==> config.mk <==
export PLATFORM = sky130hd
export DESIGN_NAME = datapath_sequencer_flat
export DESIGN_NICKNAME = d
export VERILOG_FILES = /design/src/rtl/dseq_pkg.sv /design/src/rtl/datapath_sequencer_if.sv /design/src/rtl/dseq_fifo.sv /design/src/rtl/datapath_sequencer.sv /design/src/flat_wrapper.sv
export SDC_FILE = /design/constraint.sdc
export NUM_CORES = 1
export LEC_CHECK = 0
export CAP_MARGIN = 25
export CORE_ASPECT_RATIO = 1.1
export CORE_MARGIN = 4
export CORE_UTILIZATION = 54
export DETAILED_ROUTE_END_ITERATION = 10
export GPL_TIMING_DRIVEN = 0
export PLACE_DENSITY = 0.79
export SYNTH_ARGS = -nofsm -noshare
export SYNTH_HDL_FRONTEND = slang
export SYNTH_HIERARCHICAL = 1
export SYNTH_SLANG_ARGS = --single-unit
==> constraint.sdc <==
create_clock -name clk -period 2.4 [get_ports clk]
set_input_delay 0.36 -clock clk [delete_from_list [all_inputs] [get_ports clk]]
set_output_delay 0.36 -clock clk [all_outputs]
set_load 0.005 [all_outputs]
==> src/rtl/dseq_pkg.sv <==
// dseq_pkg: instruction layout, FSM states and instruction struct for datapath_sequencer
package dseq_pkg;
    localparam int OP_W = 3;
    localparam int REG_AW = 2;
    localparam int INSTR_W = 9;
    typedef enum logic [1:0] {IDLE, ISSUE, WRITE} state_t;
    typedef struct packed {
        logic [OP_W-1:0] op;
        logic [REG_AW-1:0] rd;
        logic [REG_AW-1:0] rs1;
        logic [REG_AW-1:0] rs2;
    } instr_t;
endpackage

==> src/rtl/datapath_sequencer_if.sv <==
// datapath_sequencer_if: instruction handshake plus datapath control bus
// Optional result capture ports appear when DSEQ_RESULT_OUT_EN is defined.
interface datapath_sequencer_if import dseq_pkg::*; #(parameter int CNT_W = 16);
    logic in_valid;
    logic [INSTR_W-1:0] in_instr;
    logic in_ready;
    logic [OP_W-1:0] alucontrol;
    logic [REG_AW-1:0] addr1;
    logic [REG_AW-1:0] addr2;
    logic [REG_AW-1:0] addr3;
    logic wr;
    logic busy;
    logic done;
    logic [CNT_W-1:0] retired;
`ifdef DSEQ_RESULT_OUT_EN
    logic [31:0] result_in;
    logic [31:0] rsp_data;
`endif
    modport master (
        output in_valid, in_instr,
`ifdef DSEQ_RESULT_OUT_EN
        output result_in,
        input rsp_data,
`endif
        input in_ready, alucontrol, addr1, addr2, addr3, wr, busy, done, retired
    );
    modport slave (
        input in_valid, in_instr,
`ifdef DSEQ_RESULT_OUT_EN
        input result_in,
        output rsp_data,
`endif
        output in_ready, alucontrol, addr1, addr2, addr3, wr, busy, done, retired
    );
endinterface

==> src/rtl/dseq_fifo.sv <==
// dseq_fifo: synchronous FIFO, wrap-around pointers with an extra MSB for full/empty
module dseq_fifo #(
    parameter int DEPTH = 4,
    parameter int W = 9
) (
    input logic clk,
    input logic rst,
    input logic push,
    input logic pop,
    input logic [W-1:0] wdata,
    output logic [W-1:0] rdata,
    output logic full,
    output logic empty
);
    localparam int AW = $clog2(DEPTH);
    logic [W-1:0] mem [DEPTH];
    logic [AW:0] wp, rp;
    always_ff @(posedge clk) begin
        if (rst) begin
            wp <= '0;
            rp <= '0;
        end else begin
            if (push && !full) wp <= wp + 1'b1;
            if (pop && !empty) rp <= rp + 1'b1;
        end
    end
    always_ff @(posedge clk) begin
        if (push && !full) mem[wp[AW-1:0]] <= wdata;
    end
    assign rdata = mem[rp[AW-1:0]];
    assign empty = wp == rp;
    assign full = (wp[AW] != rp[AW]) && (wp[AW-1:0] == rp[AW-1:0]);
endmodule

==> src/rtl/datapath_sequencer.sv <==
// datapath_sequencer: queues 9-bit instructions and issues each as an ISSUE/WRITE pair
// Define DSEQ_RESULT_OUT_EN to add result_in capture into rsp_data.
module datapath_sequencer import dseq_pkg::*; #(
    parameter int DEPTH = 4,
    parameter int CNT_W = 16
) (
    input logic clk,
    input logic rst,
    datapath_sequencer_if.slave bus
);
    state_t state, nxt;
    instr_t head, ir, cur;
    logic full, empty, push, pop, done;
    logic [CNT_W-1:0] retired;
    assign push = bus.in_valid && !full;
    assign pop = state == ISSUE;
    dseq_fifo #(.DEPTH(DEPTH), .W(INSTR_W)) u_fifo (
        .clk(clk),
        .rst(rst),
        .push(push),
        .pop(pop),
        .wdata(bus.in_instr),
        .rdata(head),
        .full(full),
        .empty(empty)
    );
    always_ff @(posedge clk) begin
        if (rst) begin
            state <= IDLE;
            ir <= '0;
            done <= 1'b0;
            retired <= '0;
        end else begin
            state <= nxt;
            done <= state == WRITE;
            if (state == ISSUE) ir <= head;
            if (state == WRITE) retired <= retired + 1'b1;
        end
    end
    // WRITE re-enters ISSUE if this cycle's push leaves the FIFO non-empty
    always_comb begin
        nxt = IDLE;
        nxt = (state == IDLE) ? (empty ? IDLE : ISSUE) :
              (state == ISSUE) ? WRITE :
              (!empty || push) ? ISSUE : IDLE;
        cur = (state == ISSUE) ? head : ir;
        bus.wr = (state == WRITE) && !rst;
        bus.busy = !empty || (state != IDLE);
    end
    assign bus.in_ready = !full;
    assign bus.alucontrol = cur.op;
    assign bus.addr1 = cur.rs1;
    assign bus.addr2 = cur.rs2;
    assign bus.addr3 = cur.rd;
    assign bus.done = done;
    assign bus.retired = retired;
`ifdef DSEQ_RESULT_OUT_EN
    logic [31:0] rsp_data;
    always_ff @(posedge clk) begin
        if (rst) rsp_data <= '0;
        else if (state == WRITE) rsp_data <= bus.result_in;
    end
    assign bus.rsp_data = rsp_data;
`endif
endmodule

==> src/flat_wrapper.sv <==
// flat-port wrapper written by rule: the top's interface ports become plain ports
module datapath_sequencer_flat import dseq_pkg::*;
#(
    parameter int DEPTH = 4,
    parameter int CNT_W = 16
)
  (clk, rst, bus_in_valid, bus_in_instr, bus_in_ready, bus_alucontrol, bus_addr1, bus_addr2, bus_addr3, bus_wr, bus_busy, bus_done, bus_retired);
  datapath_sequencer_if #(.CNT_W(CNT_W)) bus_i ();
  input logic clk;
  input logic rst;
  input wire logic [$bits(bus_i.in_valid)-1:0] bus_in_valid;
  input wire logic [$bits(bus_i.in_instr)-1:0] bus_in_instr;
  output wire logic [$bits(bus_i.in_ready)-1:0] bus_in_ready;
  output wire logic [$bits(bus_i.alucontrol)-1:0] bus_alucontrol;
  output wire logic [$bits(bus_i.addr1)-1:0] bus_addr1;
  output wire logic [$bits(bus_i.addr2)-1:0] bus_addr2;
  output wire logic [$bits(bus_i.addr3)-1:0] bus_addr3;
  output wire logic [$bits(bus_i.wr)-1:0] bus_wr;
  output wire logic [$bits(bus_i.busy)-1:0] bus_busy;
  output wire logic [$bits(bus_i.done)-1:0] bus_done;
  output wire logic [$bits(bus_i.retired)-1:0] bus_retired;
  assign bus_i.in_valid = bus_in_valid;
  assign bus_i.in_instr = bus_in_instr;
  assign bus_in_ready = bus_i.in_ready;
  assign bus_alucontrol = bus_i.alucontrol;
  assign bus_addr1 = bus_i.addr1;
  assign bus_addr2 = bus_i.addr2;
  assign bus_addr3 = bus_i.addr3;
  assign bus_wr = bus_i.wr;
  assign bus_busy = bus_i.busy;
  assign bus_done = bus_i.done;
  assign bus_retired = bus_i.retired;
  datapath_sequencer #(.DEPTH(DEPTH), .CNT_W(CNT_W)) u_core (.clk(clk), .rst(rst), .bus(bus_i));
endmodule
==> results.cfg <==
[placed_design]
portBuffers = 39
gp_congestion = 0.843
hpwl_mm = 4.01
placed_cell_area_um2 = 3560

[clocking]
clkTransAtPathRegs_ns = 0.07
cts-root-buf = clkbuf_8
cts_tree = yes
clk_latency_ns = 0.33
hold_buffers = 0
clkSinkCount = 72
cts.path.max_buffers = 2
htreeDepth = 3
cts_buffers = 9

[routing]
drt-pass1-iter-count = 4
viasPerCell = 5.44
wl_per_cell_um = 15.7
wirelength_mm = 5.87
drtIter0Drc = 130
ant_nets = 0
vias = 2028
drc = 0

[grt]
grt.overflow.total = 0
grt_pass1_wl_mm = 9.62
grt_max_degree = 17
first_global_vias = 1979
track_usage = 0.184
antenna_found_initial = 0

[critical_path]
cp_num_buf_inv = 1
critPathMaxStageDelay_ns = 0.51
rr_endpoint = u_core/u_fifo/mem[3][4]
path_max_fanout = 7
required_ns = 2.45
rrSetupSlack_ns = 0.14
crit_family = simple AND/OR/NAND/NOR gates
criticalPathCategory = register to register
path_depth = 7
rr_worst_depth = 7
rr_startpoint = u_core/u_fifo/rp[0]
crit_path_end_kind = register
cp-endpoint = u_core/u_fifo/mem[3][4]
critical_path.cell_chain = xnor2_2 -> nand2_4 -> nor2_1 -> nor2b_2 -> nand2_1 -> a31oi_1 -> buf_4
worst_setup_path_start_kind = register
cp.arrival_ns = 2.30
cp_slowest_cell = dfxtp_1
crit_path_start = u_core/u_fifo/rp[0]

[hold_path]
hold_path_class = input port to register

[synthesis]
yosys_warnings = 6
syn-num-nets = 257
ys_seq_elements = 72
synth_ff_type = edfxtp_1
synth_top_area_frac = 0.352
yosys.area.top_type = edfxtp_1
ys_top_cells_by_area = edfxtp_1 35%, dfxtp_1 23%, mux4_2 6.6%
synth-edff-count = 36
syn-cell-area_um2 = 3070
synth.distinct_cells = 43
yosysSeqAreaShare = 0.587
synth_commonest_cells = 36 x dfxtp_1, 36 x edfxtp_1, 15 x nor2b_1, 13 x nor2_1, 11 x nand2_1
async_flop_share = 0
synth.avg_cell_area_um2 = 12.8
synthCells = 239

[sta]
timing.final.crit_share = 0.940
relSlewSlack = 0.644
finalSetupViolCount = 0
slew_viol_final = 0
fin_setup_tns_ns = 0
fin_crit_ns = 2.26
rsz0062_at_grt = false
tightest_slew_ns = 0.533
finalHoldViolCount = 0
skew_ns = 0.00728
fmax_mhz = 443

[run]
max_cap_viol_count = 0

[floorplanning]
rows = 28
die_height_um = 87.1
initial_core_util = 0.565
ios = 41
die_x_um = 79.9
core_region_area_um2 = 5430
die_area_um2 = 6960

[cells_and_area]
layout.nets = 311
drive_gt1_frac = 0.185
n_antenna_cell = 0
syn_to_final_growth_pct = 24.1
final_area_um2 = 3810

[power_and_ir_drop]
leakagePower_nw = 1.34
ir_drop_uv = 526
powerDensity_nw_per_um2 = 847
total_power_mw = 3.23

[outcome]
status = completed
-- worst min-delay path by stage --
stage	startpoint	end	slack [ns]	depth (start not counted)
after floorplan	bus_in_instr[0]	u_core/u_fifo/mem[0][0]	0.46	0
after global placement	u_core/bus.retired[15]	u_core/bus.retired[15]	0.46	2
after detailed placement	u_core/bus.retired[15]	u_core/bus.retired[15]	0.48	2
after CTS	rst	u_core/u_fifo/rp[2]	0.23	2
after global routing	rst	u_core/u_fifo/wp[1]	0.24	2
final	rst	u_core/u_fifo/wp[1]	0.25	2
-- registers in the layout (all words and copies together) (netlist names), named ones only --
name,flops
u_core/bus.done,1
u_core/bus.retired,16
u_core/ir,9
u_core/state,2
u_core/u_fifo/mem,36
u_core/u_fifo/rp,3
u_core/u_fifo/wp,3
-- worst register-to-register path: cells and delay by family (launching register included) --
family | cells | cell delay, ns
xor+xnor | 1 | 0.15
flops | 1 | 0.51
buf+inv | 1 | 0.26
compound gates | 1 | 0.42
simple gates | 4 | 0.64
-- where the power goes --
group | leakage, nW | total [mW] | internal, mW | switching (mW)
combinational | 0.635 | 0.874 | 0.457 | 0.417
clock | 0.0778 | 0.801 | 0.370 | 0.431
sequential | 0.623 | 1.55 | 1.46 | 0.0870
-- layout make-up --
type                            count  area (um^2)
Clock buffer                       10          128
Multi-Input combinational cell    149         1230
Tap cell                           75         93.8
Inverter                            8         30.0
Fill cell                         401         1620
Buffer                              9         71.3
Clock inverter                      6         36.3
Timing Repair Buffer               44          419
Sequential cell                    72         1800
-- cells by family after synthesis --
logic type                 synth area share
buffers and inverters                0.0302
adders and majority gates            0.0244
AOI/OAI and AO/OA                    0.0656
and+or+nand+nor                       0.145
DFF                                   0.587
muxes                                 0.102
xor gates and xnor gates             0.0456
-- cells in the final DEF (no fill, tap or decap), types with 2 or more instances in the layout --
cell type and n:
and4b_1 2, buf_4 4, xnor2_1 4, nor2b_1 13, dlygate4sd2_1 8, or3_1 2
o211ai_1 5, clkbuf_1 4, nor3b_1 4, xor2_1 9, dfxtp_1 35, edfxtp_1 36
mux4_2 9, inv_1 8, nand4_1 5, a31oi_1 4, clkbuf_8 10, and2_2 3
mux2_2 6, buf_6 4, clkinvlp_4 2, nand3_1 7, o21ai_0 5, a21oi_1 8
mux2_1 3, nor2b_2 2, clkdlybuf4s50_1 29, xnor2_2 2, nand2_1 10, nor2_1 12
ha_1 6, a41oi_1 2, or4_1 6, o31ai_1 5, clkinv_1 2
-- timing repair --
action                                  in CTS  in global routing
pin swaps                                    1                  1
setup buffers                                2                  1
gates resized for setup                     25                  6
gates cloned                                 1                  0
endpoints found under the setup margin      47                 39
-- metrics by stage --
step           instances  hold WS, ns   util  setup WS, ns
4_1_cts              372        0.230  0.698        -0.133
6_report             373        0.250  0.702         0.144
5_1_grt              373        0.240  0.702        0.0150
2_1_floorplan        239        0.459      -         0.199
3_5_place_dp         354        0.476  0.656        -0.207
3_3_place_gp         353        0.462  0.655        -0.425
-- layer usage --
| layer | global-route usage | vias up | routed length (um) | share of wire |
|---|---|---|---|---|
| met4 | 0.0599 | 0 | 44 | 0.0075 |
| met1 | 0.237 | 974 | 2610 | 0.45 |
| li1 | - | 996 | - | - |
| met3 | 0.0518 | 6 | 254 | 0.043 |
| met2 | 0.301 | 52 | 2960 | 0.50 |
| met5 | 0 | - | 0 | 0 |
No activity file was read; power rests on OpenSTA's default activity.
